### src/rtl/rx_udp_pkg.sv
// rx_udp_pkg: constants and types shared by the UDP receive and transmit stages.
package rx_udp_pkg;
  localparam int OCT = 8;
  localparam int UDP_HDR_LEN = 8;
  localparam logic [7:0] PROTO_UDP = 8'h11;
  typedef logic [15:0] udp_port_t;
  typedef enum logic [2:0] {S_SRC, S_DST, S_LEN, S_CSUM, S_PAY, S_DRAIN} state_t;
endpackage

### src/rtl/rx_udp_if.sv
// rx_udp_if: datagram byte stream from the IPv4 stage plus parsed header and payload stream.
interface rx_udp_if;
  import rx_udp_pkg::*;
  logic rx_data_udp;
  logic [OCT-1:0] rx_data;
  logic [31:0] rx_src_ip;
  udp_port_t rx_src_port;
  udp_port_t rx_dst_port;
  logic [15:0] rx_udp_len;
  logic [15:0] rx_udp_csum;
  logic [31:0] rx_app_src_ip;
  logic rx_app_valid;
  logic [OCT-1:0] rx_app_data;
  logic rx_app_sop;
  logic rx_app_eop;
  logic rx_app_err;
  modport master (
    output rx_data_udp, rx_data, rx_src_ip,
    input rx_src_port, rx_dst_port, rx_udp_len, rx_udp_csum, rx_app_src_ip,
    input rx_app_valid, rx_app_data, rx_app_sop, rx_app_eop, rx_app_err
  );
  modport slave (
    input rx_data_udp, rx_data, rx_src_ip,
    output rx_src_port, rx_dst_port, rx_udp_len, rx_udp_csum, rx_app_src_ip,
    output rx_app_valid, rx_app_data, rx_app_sop, rx_app_eop, rx_app_err
  );
endinterface

### src/rtl/rx_udp.sv
// rx_udp: parses the UDP header, filters on destination port and frames the payload
// for the application with sop/eop/err markers; one cycle of latency, no backpressure.
module rx_udp
  import rx_udp_pkg::*;
(
  input  logic      RX_CLK,
  input  logic      rst_n,
  input  udp_port_t udp_port,
  rx_udp_if.slave   bus
);
  state_t state_q, state_d;
  logic [15:0] cnt_q, cnt_d;
  logic err_pend_q, err_pend_d;
  logic first_q, first_d;
  udp_port_t src_q, src_d, dst_q, dst_d;
  logic [15:0] len_q, len_d, csum_q, csum_d;
  logic [31:0] ip_q, ip_d;
  logic val_q, val_d, sop_q, sop_d, eop_q, eop_d, err_q, err_d;
  logic [OCT-1:0] dat_q, dat_d;
  logic port_ok, hdr_done, idle;
  assign port_ok  = (udp_port == '0) || (dst_q == udp_port);
  assign hdr_done = cnt_q == 16'd1;
  assign idle     = (state_q == S_SRC) && (cnt_q == '0);
  always_comb begin
    state_d    = state_q;
    cnt_d      = cnt_q;
    err_pend_d = err_pend_q;
    first_d    = first_q;
    src_d      = src_q;
    dst_d      = dst_q;
    len_d      = len_q;
    csum_d     = csum_q;
    ip_d       = ip_q;
    dat_d      = dat_q;
    val_d      = 1'b0;
    sop_d      = 1'b0;
    eop_d      = 1'b0;
    err_d      = 1'b0;
    if (bus.rx_data_udp) begin
      case (state_q)
        S_SRC, S_DST, S_LEN, S_CSUM: begin
          cnt_d  = hdr_done ? 16'd0 : 16'd1;
          src_d  = (state_q == S_SRC)  ? {src_q[7:0], bus.rx_data}  : src_q;
          dst_d  = (state_q == S_DST)  ? {dst_q[7:0], bus.rx_data}  : dst_q;
          len_d  = (state_q == S_LEN)  ? {len_q[7:0], bus.rx_data}  : len_q;
          csum_d = (state_q == S_CSUM) ? {csum_q[7:0], bus.rx_data} : csum_q;
          ip_d   = idle ? bus.rx_src_ip : ip_q;
          if (hdr_done) begin
            state_d = (state_q == S_SRC) ? S_DST :
                      (state_q == S_DST) ? S_LEN :
                      (state_q == S_LEN) ? S_CSUM : S_DRAIN;
            // header complete: short length is an error even when the port does not match
            if (state_q == S_CSUM) begin
              err_pend_d = len_q < 16'(UDP_HDR_LEN);
              if (len_q > 16'(UDP_HDR_LEN) && port_ok) begin
                state_d = S_PAY;
                cnt_d   = len_q - 16'(UDP_HDR_LEN);
                first_d = 1'b1;
              end
            end
          end
        end
        S_PAY: begin
          val_d   = 1'b1;
          dat_d   = bus.rx_data;
          sop_d   = first_q;
          eop_d   = hdr_done;
          first_d = 1'b0;
          cnt_d   = cnt_q - 16'd1;
          state_d = hdr_done ? S_DRAIN : S_PAY;
        end
        default: ;
      endcase
    end else if (!idle) begin
      state_d    = S_SRC;
      cnt_d      = '0;
      err_pend_d = 1'b0;
      first_d    = 1'b0;
      err_d      = err_pend_q || (state_q == S_PAY) ||
                   (((state_q == S_LEN) || (state_q == S_CSUM)) && port_ok);
    end
  end
  always_ff @(posedge RX_CLK or negedge rst_n) begin
    if (!rst_n) begin
      state_q    <= S_SRC;
      cnt_q      <= '0;
      err_pend_q <= 1'b0;
      first_q    <= 1'b0;
      src_q      <= '0;
      dst_q      <= '0;
      len_q      <= '0;
      csum_q     <= '0;
      ip_q       <= '0;
      dat_q      <= '0;
      val_q      <= 1'b0;
      sop_q      <= 1'b0;
      eop_q      <= 1'b0;
      err_q      <= 1'b0;
    end else begin
      state_q    <= state_d;
      cnt_q      <= cnt_d;
      err_pend_q <= err_pend_d;
      first_q    <= first_d;
      src_q      <= src_d;
      dst_q      <= dst_d;
      len_q      <= len_d;
      csum_q     <= csum_d;
      ip_q       <= ip_d;
      dat_q      <= dat_d;
      val_q      <= val_d;
      sop_q      <= sop_d;
      eop_q      <= eop_d;
      err_q      <= err_d;
    end
  end
  assign bus.rx_src_port   = src_q;
  assign bus.rx_dst_port   = dst_q;
  assign bus.rx_udp_len    = len_q;
  assign bus.rx_udp_csum   = csum_q;
  assign bus.rx_app_src_ip = ip_q;
  assign bus.rx_app_valid  = val_q;
  assign bus.rx_app_data   = dat_q;
  assign bus.rx_app_sop    = sop_q;
  assign bus.rx_app_eop    = eop_q;
  assign bus.rx_app_err    = err_q;
endmodule

### src/flat_wrapper.sv
// flat-port wrapper written by rule: the top's interface ports become plain ports
module rx_udp_flat import rx_udp_pkg::*;
  (RX_CLK, rst_n, udp_port, bus_rx_data_udp, bus_rx_data, bus_rx_src_ip, bus_rx_src_port, bus_rx_dst_port, bus_rx_udp_len, bus_rx_udp_csum, bus_rx_app_src_ip, bus_rx_app_valid, bus_rx_app_data, bus_rx_app_sop, bus_rx_app_eop, bus_rx_app_err);
  rx_udp_if bus_i ();
  input  logic RX_CLK;
  input  logic rst_n;
  input  udp_port_t udp_port;
  input wire logic [$bits(bus_i.rx_data_udp)-1:0] bus_rx_data_udp;
  input wire logic [$bits(bus_i.rx_data)-1:0] bus_rx_data;
  input wire logic [$bits(bus_i.rx_src_ip)-1:0] bus_rx_src_ip;
  output wire logic [$bits(bus_i.rx_src_port)-1:0] bus_rx_src_port;
  output wire logic [$bits(bus_i.rx_dst_port)-1:0] bus_rx_dst_port;
  output wire logic [$bits(bus_i.rx_udp_len)-1:0] bus_rx_udp_len;
  output wire logic [$bits(bus_i.rx_udp_csum)-1:0] bus_rx_udp_csum;
  output wire logic [$bits(bus_i.rx_app_src_ip)-1:0] bus_rx_app_src_ip;
  output wire logic [$bits(bus_i.rx_app_valid)-1:0] bus_rx_app_valid;
  output wire logic [$bits(bus_i.rx_app_data)-1:0] bus_rx_app_data;
  output wire logic [$bits(bus_i.rx_app_sop)-1:0] bus_rx_app_sop;
  output wire logic [$bits(bus_i.rx_app_eop)-1:0] bus_rx_app_eop;
  output wire logic [$bits(bus_i.rx_app_err)-1:0] bus_rx_app_err;
  assign bus_i.rx_data_udp = bus_rx_data_udp;
  assign bus_i.rx_data = bus_rx_data;
  assign bus_i.rx_src_ip = bus_rx_src_ip;
  assign bus_rx_src_port = bus_i.rx_src_port;
  assign bus_rx_dst_port = bus_i.rx_dst_port;
  assign bus_rx_udp_len = bus_i.rx_udp_len;
  assign bus_rx_udp_csum = bus_i.rx_udp_csum;
  assign bus_rx_app_src_ip = bus_i.rx_app_src_ip;
  assign bus_rx_app_valid = bus_i.rx_app_valid;
  assign bus_rx_app_data = bus_i.rx_app_data;
  assign bus_rx_app_sop = bus_i.rx_app_sop;
  assign bus_rx_app_eop = bus_i.rx_app_eop;
  assign bus_rx_app_err = bus_i.rx_app_err;
  rx_udp u_core (.RX_CLK(RX_CLK), .rst_n(rst_n), .udp_port(udp_port), .bus(bus_i));
endmodule
### config.mk
export PLATFORM = sky130hd
export DESIGN_NAME = rx_udp_flat
export DESIGN_NICKNAME = d
export VERILOG_FILES = /design/src/rtl/rx_udp_pkg.sv /design/src/rtl/rx_udp_if.sv /design/src/rtl/rx_udp.sv /design/src/flat_wrapper.sv
export SDC_FILE = /design/constraint.sdc
export NUM_CORES = 1
export LEC_CHECK = 0
export ABC_AREA = 1
export CORE_MARGIN = 3
export CORE_UTILIZATION = 49
export DETAILED_ROUTE_END_ITERATION = 16
export GPL_ROUTABILITY_DRIVEN = 1
export HOLD_SLACK_MARGIN = 0.02
export PLACE_DENSITY = 0.81
export SKIP_CTS_REPAIR_TIMING = 1
export SLEW_MARGIN = 10
export SYNTH_ARGS = -nofsm -noshare
export SYNTH_HDL_FRONTEND = slang
export SYNTH_SLANG_ARGS = --single-unit
### constraint.sdc
create_clock -name RX_CLK -period 1.9 [get_ports RX_CLK]
set_input_delay 0.285 -clock RX_CLK [delete_from_list [all_inputs] [get_ports RX_CLK]]
set_output_delay 0.285 -clock RX_CLK [all_outputs]
set_load 0.005 [all_outputs]
# == Yosys cells after proc, flatten, opt, wreduce, memory -nomap -nowiden ==
# Cells that the tools add are included.
# Widths: inputs -> output; s select.
# op_classes
n_addsub,2
mux,35
reduce_logical,21
magnitude_cmp,2
eq_ne,14
# op_table
op,count
$mux 16,5
$logic_not 16->1,2
$pmux 16 s2,1
$mux 3,8
$mux 1,19
$reduce_and 3->1,6
$eq 16x1->1 const B,1
$eq 16x16->1,1
$gt 16x4->1 const B,1
$lt 16x4->1 const B,1
$sub 16x1->16 const B,1
$sub 16x4->16 const B,1
$ne 3x2->1 const B,3
$eq 3x2->1 const B,2
$ne 2x1->1 const B,3
$pmux 3 s2,1
$reduce_and 5->1,1
$logic_or 1x1->1,4
$reduce_and 2->1,2
$reduce_and 4->1,1
$reduce_or 4->1,1
$eq 3x1->1 const B,1
$eq 3x3->1 const B,1
$logic_and 1x1->1,3
other kinds (4),4
# word_totals
out_inout_bits,108
ff_bits,129
word_cells,88
inputBits,59

# == Logic depth before layout (Yosys ltp) ==
# Gate-level depths: netlist of run 1.
# logic_depth
ltp_word,9
depth_mapped,14
depth_no_buf,13

# == Worst setup path before layout of run 1 ==
# Ideal clock, no wire load.
# synth_path
kind,flip-flop to flip-flop
from,register u_core.cnt_q[10]
to,register u_core.first_q
path_slack_ns,0.302
t_required_ns,1.784
path_stages_with_launch,12
path_buffers,1
synth_period_minus_slack_ns,1.598
arrival_ns,1.481
setup_ns,0.116
path_cell_list,dfrtp_1 nor2_4 nand3_2 nor2_4 nand4_4 nor2_4 nand3_2 buf_6 nand2_1 nand2_1 nand2_1 nand2_1
# synth_between
elab_chain_cells,4
word_cells_on_any_way,6
classes_between,eq/ne: 3; reduce/logical: 3
# synth_lines
item,line,text
from (decl),rx_udp.sv:12,"logic [15:0] cnt_q, cnt_d;"
from (signal assigned),rx_udp.sv:101,cnt_q <= cnt_d;
$logic_not 16->1,rx_udp.sv:23,assign idle = (state_q == S_SRC) && (cnt_q == '0);
$logic_and 1x1->1,rx_udp.sv:23,
$ne 2x2->1 (no line),-,
$reduce_and 5->1 (no line) *,-,
to (signal assigned),rx_udp.sv:103,first_q <= first_d;
to (decl),rx_udp.sv:14,"logic first_q, first_d;"
# Every way passes the cells marked *; elsewhere a longest branch is shown, timed or not.
# A chain may end at the register's enable or synchronous reset.

# == Final worst setup path of run 1 ==
# layout_path
from,register u_core.cnt_q[6]
to,register u_core.ip_q[25] (netlist: u_core.bus.rx_app_src_ip[25])
# layout_between
elab_chain_cells,3
# layout_lines
item,line,text
$logic_not 16->1,rx_udp.sv:23,
$logic_and 1x1->1,rx_udp.sv:23,
$reduce_and 3->1 (no line),-,
to (signal assigned),rx_udp.sv:108,ip_q <= ip_d;
to (decl),rx_udp.sv:17,"logic [31:0] ip_q, ip_d;"
# Every way passes these cells.

==> flow_metrics.py, run 1 <==
metrics = {
    "outcome": {
        "status": "completed",
    },
    "final_layout": {
        "multi_input_area_um2": 2580,
        "nFillCells": 925,
        "drive_above_1_share_pct": 14.3,
        "layout-area-overhead-vs-synth_pct": 46.0,
        "final_cell_count_no_fill": 1185,
        "regArea_um2": 3230,
        "n_antenna_cell": 0,
        "final_nets": 1067,
    },
    "sta": {
        "whs_ps": 399,
        "period_minus_slack_ps": 1830,
        "finalSetupViolations": 0,
        "fin_crit_sh_pct": 96.4,
        "slew_headroom_pct": 73.5,
        "tns_ps": 0,
        "maxSlewViolCount": 0,
        "fmax_ghz": 0.546,
        "hold_violations": 0,
        "skew_ps": 8.42,
        "timing.final.ws_setup_ps": 67.5,
        "tightest_slew_ps": 398,
    },
    "critical_path": {
        "r2r-start": "u_core.cnt_q[6]",
        "crit_start": "u_core.cnt_q[6]",
        "arrival_ps": 2140,
        "ff2ff_setup_slack_ps": 70,
        "cp_data_required_time_ps": 2210,
        "crit_type": "flip-flop to flip-flop",
        "startpoint_type": "flip-flop",
        "critPathMaxFanout": 8,
        "endpoint_kind": "flip-flop",
    },
    "placed_design": {
        "io_buffer_count": 166,
        "dpl.cell_count": 1133,
        "gp_congestion": 0.946,
        "dp_hpwl_um": 12500,
        "dp_slack_ps": -99.6,
    },
    "clock_tree": {
        "htreeDepth": 4,
        "path_clk_slew_ps": 60,
        "cts_tree": "built",
        "clk_path_buf_depth": 2,
        "root_buffer": "clkbuf_16",
        "cts_buffers": 17,
        "clock_sinks": 129,
        "clkLatencyLatePin_ps": 420,
    },
    "synth": {
        "yosysTopAreaCell": "dfrtp_1",
        "syn_nets": 853,
        "syn_area_um2": 6300,
        "ys_warn_count": 0,
        "yosys.area.top_type_share_pct": 51.2,
        "syn_avg_cell_area_um2": 7.98,
        "yosys-top-cells-count": "nand2_1, dfrtp_1, inv_1",
        "synthFlopType": "dfrtp_1",
        "async_flop_share_pct": 100,
        "postSynthCellCount": 790,
        "synth_edf_count": 0,
        "ys_ff_latch": 129,
        "ys_seq_area_share_pct": 51.2,
        "synth.distinct_cells": 36,
        "synth.most_common_cell": "nand2_1",
        "synthTopCellsByArea": "dfrtp_1, nand2_1, inv_1",
    },
    "floorplanning": {
        "dieArea_um2": 14300,
        "start_util_pct": 51.2,
        "rows": 40,
        "die_height_um": 119,
        "die_x_um": 119,
        "io-pin-count": 167,
        "core_area_um2": 12300,
    },
    "drt": {
        "first_pass_iters": 5,
        "post_drt_wl_per_cell_um": 15.6,
        "drtIter0Drc": 439,
        "routed_via_density": 5.08,
        "ant_nets": 0,
        "wirelength_um": 18500,
        "num_vias": 6015,
        "remaining_drc_errors": 0,
    },
    "grt": {
        "grt_overflow": 0,
        "antenna_found_initial": 0,
        "track_usage_pct": 24.6,
        "grt_pass1_wl_um": 27900,
        "grt_max_degree": 65,
        "grt_pass1_vias": 5597,
    },
    "flow_run": {
        "maxCapViolations": 0,
    },
    "power": {
        "vdd_drop_max_mv": 0.998,
        "power_leakage_uw": 0.00460,
        "power.density_nw_per_um2": 1570,
    },
    "min_path": {
        "hp-class": "primary input to flip-flop",
        "worstHoldStart": "bus_rx_src_ip[30]",
    },
}
==> logic make-up (layout without fill, tap and decap cells) <==
family                     after synthesis  in the layout  synth area share [%]
AOI/OAI and AO/OA                      133            133                  11.8
xor gates and xnor gates                12             12                  1.67
adders and majority gates                4              4                 0.794
buffers and inverters                  139            366                  8.65
DFF                                    129            129                  51.2
muxes                                    8              8                  1.43
and+or+nand+nor                        365            365                  24.4
==> path summary, 6_finish.rpt <==
kind	cells past startpoint	to
min reg2reg	2	u_core.bus.rx_udp_csum[11]
max	9	u_core.bus.rx_app_src_ip[25]
max reg2reg	9	u_core.bus.rx_app_src_ip[25]
min in group asynchronous	3	u_core.cnt_q[14]
max in group asynchronous	3	u_core.bus.rx_udp_csum[0]
min	3	u_core.bus.rx_app_src_ip[30]
==> cell usage in the layout, fill, tap and decap left out, types with 2 or more instances in the layout <==
master           count
nand2_4              2
nand4_1              8
nand3_2              2
buf_6                3
o21ai_0             57
nor3_2               2
o21ai_2             18
nor2_4               7
nor4_1               2
xnor2_1              2
inv_6                8
buf_12               6
nor2_1              62
a21oi_1             12
buf_4               41
o21ai_1             41
nand3_1             19
nor3_1               5
nand2_2              3
clkinvlp_4           4
nand3b_1             2
clkinv_4             2
inv_2               10
a31oi_1              2
dfrtp_2              2
dfrtp_1            127
nand2_1            246
ha_1                 4
clkbuf_16           20
xor2_1              10
mux2_2               8
inv_1              104
clkdlybuf4s50_1    165
==> report_power, final <==
part	internal [uW]	total [uW]	switching (uW)
logic	3450	6700	3250
registers	3840	4700	856
clock network	1730	3050	1320
==> worst max-delay path, stage by stage (launching register included) <==
cell and delay, ps:
dfrtp_1 430, inv_2 110, nand2_4 60, nor2_4 110, nand2_2 70, nor4_4 320, nand3_4 240, clkbuf_16 240
nand2_1 70, o21ai_2 50
==> layer usage <==
layer | wire length, um | GRT usage, %
met1 | 7890 | 31.5
met2 | 9210 | 40.6
met3 | 1100 | 6.55
met4 | 344 | 8.66
met5 | 0 | 0
==> registers in the layout, indices dropped and copies added, names as in the netlist <==
name                      count
u_core.first_q                1
u_core.bus.rx_src_port       16
u_core.bus.rx_app_sop         1
u_core.cnt_q                 16
u_core.bus.rx_app_err         1
u_core.bus.rx_udp_csum       16
u_core.bus.rx_app_src_ip     32
u_core.bus.rx_udp_len        16
u_core.state_q                3
u_core.bus.rx_dst_port       16
u_core.bus.rx_app_eop         1
u_core.bus.rx_app_data        8
u_core.err_pend_q             1
u_core.bus.rx_app_valid       1
==> area by class of cell <==
| class | instances | share of cell area [%] |
|---|---|---|
| clock buffers | 18 | 4.77 |
| repair buffers | 219 | 23.9 |
| clock inverters | 14 | 1.25 |
| flip-flops and latches | 129 | 35.1 |
| well taps | 168 | 2.28 |
| multi-input cells | 522 | 28.0 |
| inverters | 115 | 4.73 |
==> stage by stage <==
step | utilization (%) | total power, uW | cell area, um^2
after detailed placement | 68.1 | 11000 | 8380
after global routing | 74.8 | 15400 | 9210
final | 74.8 | 14400 | 9210
after global placement | 68.1 | 10800 | 8380
after floorplan | - | 7610 | 6300
after CTS | 72.6 | 14100 | 8940
No activity file was read; power rests on OpenSTA's default activity.
==> run 2: changes to the inputs <==
Settings changed: CORE_UTILIZATION 49 to 44, PLACE_DENSITY 0.81 to 0.76.
Clock period 1.9 ns to 1.5 ns, I/O delays scaled along.
==> run 2 against run 1 <==
The run now ends with negative setup slack left. Via count increased by 9.9%. Critical path depth decreased by 1. Largest power group unchanged. Power increased by 43%. Core utilization increased by 1.9 points. Clock power increased by 25%. Sequential power increased by 25%. Worst setup slack got worse by 410 ps. First-iteration DRC count increased by 3.9%. Die area increased by 11%. Clock skew about the same. Critical endpoint is now u_core.bus.rx_app_src_ip[3]. Flip-flop and latch count unchanged. Highest routed layer unchanged. Combinational power increased by 64%.
==> flow_metrics.py, run 2 (synthesized netlist as in run 1, its figures left out) <==
metrics = {
    "critical_path": {
        "endpoint_kind": "flip-flop",
        "crit_start": "u_core.cnt_q[1]",
        "path_buf_inv": 3,
        "crit_chain": "inv_2, ha_4, inv_2, nor4_4, nand3_4, clkbuf_16, nand2_1, o21ai_1",
        "cpMostUsedCell": "inv_2",
        "crit_slowest_cell": "dfrtp_1",
        "startpoint_type": "flip-flop",
        "ff2ff_setup_slack_ps": -340,
        "crit_type": "flip-flop to flip-flop",
        "critPathMaxFanout": 16,
        "r2r_cells": 8,
        "cp_data_required_time_ps": 1800,
        "arrival_ps": 2140,
        "r2r-start": "u_core.cnt_q[1]",
        "cp_top_family": "simple AND/OR/NAND/NOR gates",
        "slowest_delay_ps": 410,
        "worst_r2r_endpoint": "u_core.bus.rx_app_src_ip[3]",
    },
    "placed_design": {
        "gp_congestion": 0.938,
        "io_buffer_count": 166,
        "placed_cell_area_um2": 9200,
        "dp_slack_ps": -428,
        "dp_hpwl_um": 13600,
    },
    "drt": {
        "routed_via_density": 5.04,
        "ant_nets": 0,
        "post_drt_wl_per_cell_um": 16.7,
        "wirelength_um": 21900,
        "first_pass_iters": 5,
        "remaining_drc_errors": 0,
        "num_vias": 6612,
        "drtIter0Drc": 456,
    },
    "grt": {
        "antenna_found_initial": 0,
        "grt_pass1_vias": 6215,
        "track_usage_pct": 23.5,
        "grt_max_degree": 65,
        "grt_overflow": 0,
        "grt_pass1_wl_um": 30000,
    },
    "clock_tree": {
        "clkLatencyLatePin_ps": 420,
        "cts_tree": "built",
        "clock_sinks": 129,
        "htreeDepth": 4,
        "root_buffer": "clkbuf_16",
        "clk_path_buf_depth": 2,
        "cts_buffers": 17,
        "path_clk_slew_ps": 60,
    },
    "sta": {
        "fin_crit_sh_pct": 123,
        "period_minus_slack_ps": 1840,
        "finalSetupViolations": 107,
        "hold_violations": 0,
        "tightest_slew_ps": 512,
        "whs_ps": 292,
        "timing.final.ws_setup_ps": -342,
        "slew_headroom_pct": 65.7,
        "skew_ps": 8.25,
        "fmax_ghz": 0.543,
        "rsz0062_at_grt": "true",
        "tns_ps": -16970,
        "maxSlewViolCount": 0,
    },
    "final_layout": {
        "layout-area-overhead-vs-synth_pct": 69.4,
        "layout_common_cells": "nand2_1, buf_4, dfrtp_1",
        "final_area_um2": 10700,
        "final_common_cell": "nand2_1",
        "final_nets": 1181,
        "largest_register_ffs": 32,
        "n_antenna_cell": 0,
        "drive_above_1_share_pct": 28.6,
        "fin_util_pct": 76.6,
    },
    "power": {
        "power_leakage_uw": 0.00660,
        "power.share.clock_pct": 18.4,
        "internal_power_uw": 12700,
        "p_seq_share_pct": 28.5,
        "vdd_drop_max_mv": 1.39,
        "power.density_nw_per_um2": 1940,
        "switching_share_pct": 38.6,
        "switchingPower_uw": 7990,
        "power_frac_comb_pct": 53.2,
    },
    "floorplanning": {
        "die_x_um": 126,
        "start_util_pct": 45.2,
        "dieArea_um2": 15800,
        "io-pin-count": 167,
        "core_area_um2": 13900,
        "rows": 43,
        "die_height_um": 126,
    },
    "outcome": {
        "status": "complete, but fails checks",
        "violations": "negative setup slack",
    },
    "min_path": {
        "hp-class": "primary input to asynchronous set/reset pin",
    },
    "flow_run": {
        "maxCapViolations": 0,
    },
}
## run 2: cell count changes in the layout (fill, tap and decap cells not counted), moves of 6 or more
cell             previous run  this run
nor2_2                      1        15
nand2_4                     2        14
nand2_1                   246       223
dlymetal6s2s_1              0       105
o21ai_2                    18        31
o21ai_1                    41        32
buf_6                       3        10
o21ai_0                    57        51
nand2_2                     3        14
nor2_1                     62        50
clkdlybuf4s50_1           165        59
buf_4                      41       144
inv_1                     104        98
## run 2: cell type report
class                   count  area [um^2]
clock buffers              17          425
multi-input cells         522         2860
fillers                   844         3250
flip-flops and latches    129         3230
inverters                 115          434
repair buffers            333         3390
clock inverters            15          111
well taps                 180          225
## run 2: how the worst max path moves through the flow
| stage | to | slack, ps | depth (start not counted) |
|---|---|---|---|
| finish | u_core.bus.rx_app_src_ip[3] | -340 | 8 |
| global route | u_core.bus.rx_app_src_ip[3] | -400 | 8 |
| CTS | u_core.bus.rx_app_src_ip[27] | -250 | 8 |
| detailed placement | u_core.cnt_q[4] | -430 | 14 |
| global placement | u_core.cnt_q[2] | -380 | 14 |
| floorplan | u_core.first_q | -100 | 11 |
## run 2: per-layer routing
layer | routed length, um | GRT usage, % | vias to the layer above
met2 | 11200 | 39.6 | 259
met5 | 0 | 0 | -
li1 | - | - | 3135
met3 | 1280 | 6.19 | 48
met1 | 8790 | 29.6 | 3170
met4 | 642 | 7.78 | 0
## run 2: through the flow
stage	std cells	power, uW
after floorplan	790	9670
after global placement	1247	15200
after detailed placement	1247	15400
after CTS	1279	19300
after global routing	1311	21900
final	1311	20700
## run 2: power groups by stage
stage | logic [uW] | registers (uW) | clock network (uW)
2_1_floorplan | 3750 | 5910 | 0
3_3_place_gp | 9410 | 5740 | 0
3_5_place_dp | 9620 | 5780 | 0
4_1_cts | 9710 | 5770 | 3810
5_1_grt | 11900 | 6040 | 4010
6_report | 11000 | 5890 | 3800
==> run 3: changes to the inputs <==
Settings changed: CORE_UTILIZATION 44 to 53, PLACE_DENSITY 0.76 to 0.86, RECOVER_POWER set to 25.
Clock period 1.5 ns to 2.4 ns, I/O delays scaled along.
==> run 3 against run 2 <==
The flow finishes with violations (max-capacitance violations, max-slew violations). Worst hold slack better by 180 ps. Power down 47%. Largest power group unchanged. Combinational power down 57%. Die area down 16%. Clock power down 36%. Highest routed layer unchanged. Cell count down 14%. First-iteration DRC count down 0.22%. Largest cell class is now sequential cells. Sequential power down 36%. Via count down 14%.
==> flow_metrics.py, run 3 (synthesized netlist as in run 1, its figures left out) <==
metrics = {
    "flow_run": {
        "maxCapViolations": 1,
    },
    "sta": {
        "tns_ps": 0,
        "slew_headroom_pct": -16.5,
        "period_minus_slack_ps": 1890,
        "whs_ps": 470,
        "rsz0062_at_grt": "false",
        "skew_ps": 11.4,
        "finalSetupViolations": 0,
        "tightest_slew_ps": 1750,
        "maxSlewViolCount": 130,
        "fin_crit_sh_pct": 78.9,
        "fmax_ghz": 0.528,
        "hold_violations": 0,
    },
    "grt": {
        "track_usage_pct": 26.3,
        "antenna_found_initial": 0,
        "grt_pass1_vias": 5528,
        "grt_overflow": 0,
        "grt_max_degree": 130,
        "grt_pass1_wl_um": 27500,
    },
    "floorplanning": {
        "die_x_um": 115,
        "io-pin-count": 167,
        "start_util_pct": 54.7,
        "dieArea_um2": 13200,
        "core_area_um2": 11500,
        "rows": 39,
        "die_height_um": 115,
    },
    "power": {
        "power.share.clock_pct": 22.3,
        "switching_share_pct": 37.1,
        "p_seq_share_pct": 34.6,
        "power_leakage_uw": 0.00436,
        "power.density_nw_per_um2": 1260,
        "internal_power_uw": 6900,
        "switchingPower_uw": 4060,
        "vdd_drop_max_mv": 0.835,
        "power_frac_comb_pct": 43.1,
    },
    "critical_path": {
        "cpMostUsedCell": "nor2_1",
        "slowest_delay_ps": 410,
        "startpoint_type": "flip-flop",
        "critPathMaxFanout": 13,
        "path_buf_inv": 4,
        "crit_slowest_cell": "dfrtp_1",
        "arrival_ps": 2190,
        "endpoint_kind": "flip-flop",
        "crit_chain": "nor2_1, inv_1, nor2_2, buf_4, nor2_1, inv_1, nand2_1, inv_2, o21ai_0, nor2_1, a21oi_1",
        "cp_top_family": "simple AND/OR/NAND/NOR gates",
        "crit_type": "flip-flop to flip-flop",
        "cp_data_required_time_ps": 2690,
    },
    "clock_tree": {
        "htreeDepth": 4,
        "clkLatencyLatePin_ps": 420,
        "cts_buffers": 17,
        "cts_tree": "built",
        "clock_sinks": 129,
        "root_buffer": "clkbuf_16",
        "clk_path_buf_depth": 2,
        "path_clk_slew_ps": 60,
    },
    "drt": {
        "remaining_drc_errors": 0,
        "ant_nets": 0,
        "drtIter0Drc": 455,
        "wirelength_um": 16500,
        "num_vias": 5660,
        "routed_via_density": 5.05,
        "post_drt_wl_per_cell_um": 14.7,
        "first_pass_iters": 5,
    },
    "final_layout": {
        "final_nets": 1028,
        "drive_above_1_share_pct": 9.82,
        "n_antenna_cell": 0,
        "final_common_cell": "nand2_1",
        "layout_common_cells": "nand2_1, clkdlybuf4s50_1, dfrtp_1",
        "largest_register_ffs": 32,
        "layout-area-overhead-vs-synth_pct": 38.1,
    },
    "placed_design": {
        "io_buffer_count": 166,
        "gp_congestion": 0.892,
        "dp_hpwl_um": 11600,
    },
    "outcome": {
        "violations": "max-capacitance violations, max-slew violations",
        "status": "complete, but fails checks",
    },
    "min_path": {
        "hp-class": "flip-flop to flip-flop",
    },
}
[run 3: cell count changes in the layout (fill, tap and decap cells not counted), moves of 12 or more]
cell,delta
o21ai_2,-13
dlymetal6s2s_1,-105
nor2_1,+13
buf_4,-132
nand2_1,+27
nor2_2,-12
clkdlybuf4s50_1,+106
nand2_2,-13
nand2_4,-14
[run 3: per-stage QoR]
step	std cells	utilization, %	instance area [um^2]	setup slack [ps]	power (uW)
after floorplan	790	-	6300	802	6030
after global placement	1089	70.8	8160	279	8370
after detailed placement	1089	70.8	8160	226	8490
after CTS	1121	75.7	8720	546	11000
after global routing	1121	75.6	8710	326	11800
final	1121	75.6	8710	506	11000
[run 3: worst paths after layout]
path / start / end / cells past startpoint / slack (ps)
max: u_core.state_q[1] / u_core.state_q[0] / 11 / 510
min: u_core.bus.rx_udp_csum[11] / u_core.bus.rx_udp_csum[11] / 2 / 470
max reg2reg: u_core.state_q[1] / u_core.state_q[0] / 11 / 510
min reg2reg: u_core.bus.rx_udp_csum[11] / u_core.bus.rx_udp_csum[11] / 2 / 470
max in group asynchronous: rst_n / u_core.cnt_q[15] / 2 / 780
min in group asynchronous: rst_n / u_core.bus.rx_app_eop / 2 / 490
[run 3: layer usage]
layer	up-vias	GRT usage, %	part of all wire (%)
met5	-	0	0
met4	0	8.22	1.7
met3	24	7.84	5.9
met2	164	42.6	50
met1	2649	34.4	43
li1	2823	-	-
[run 3: tightest hold or removal path: cells and delay by family (launching register included)]
kind	cells	cell delay [ps]
simple gates	2	90
flops	1	340
[run 3: power groups by stage]
stage	registers [uW]	logic (uW)	clock network (uW)
after global placement	3780	4590	0
after floorplan	3700	2330	0
after global routing	3910	5270	2580
after detailed placement	3780	4710	0
after CTS	3780	4770	2480
final	3790	4720	2440
[run 3: final cells by class]
| class | instances | area [um^2] |
|---|---|---|
| clock buffers | 18 | 429 |
| fillers | 823 | 2810 |
| inverters | 115 | 432 |
| clock inverters | 14 | 134 |
| flip-flops and latches | 129 | 3230 |
| well taps | 143 | 179 |
| repair buffers | 180 | 1780 |
| multi-input cells | 522 | 2530 |
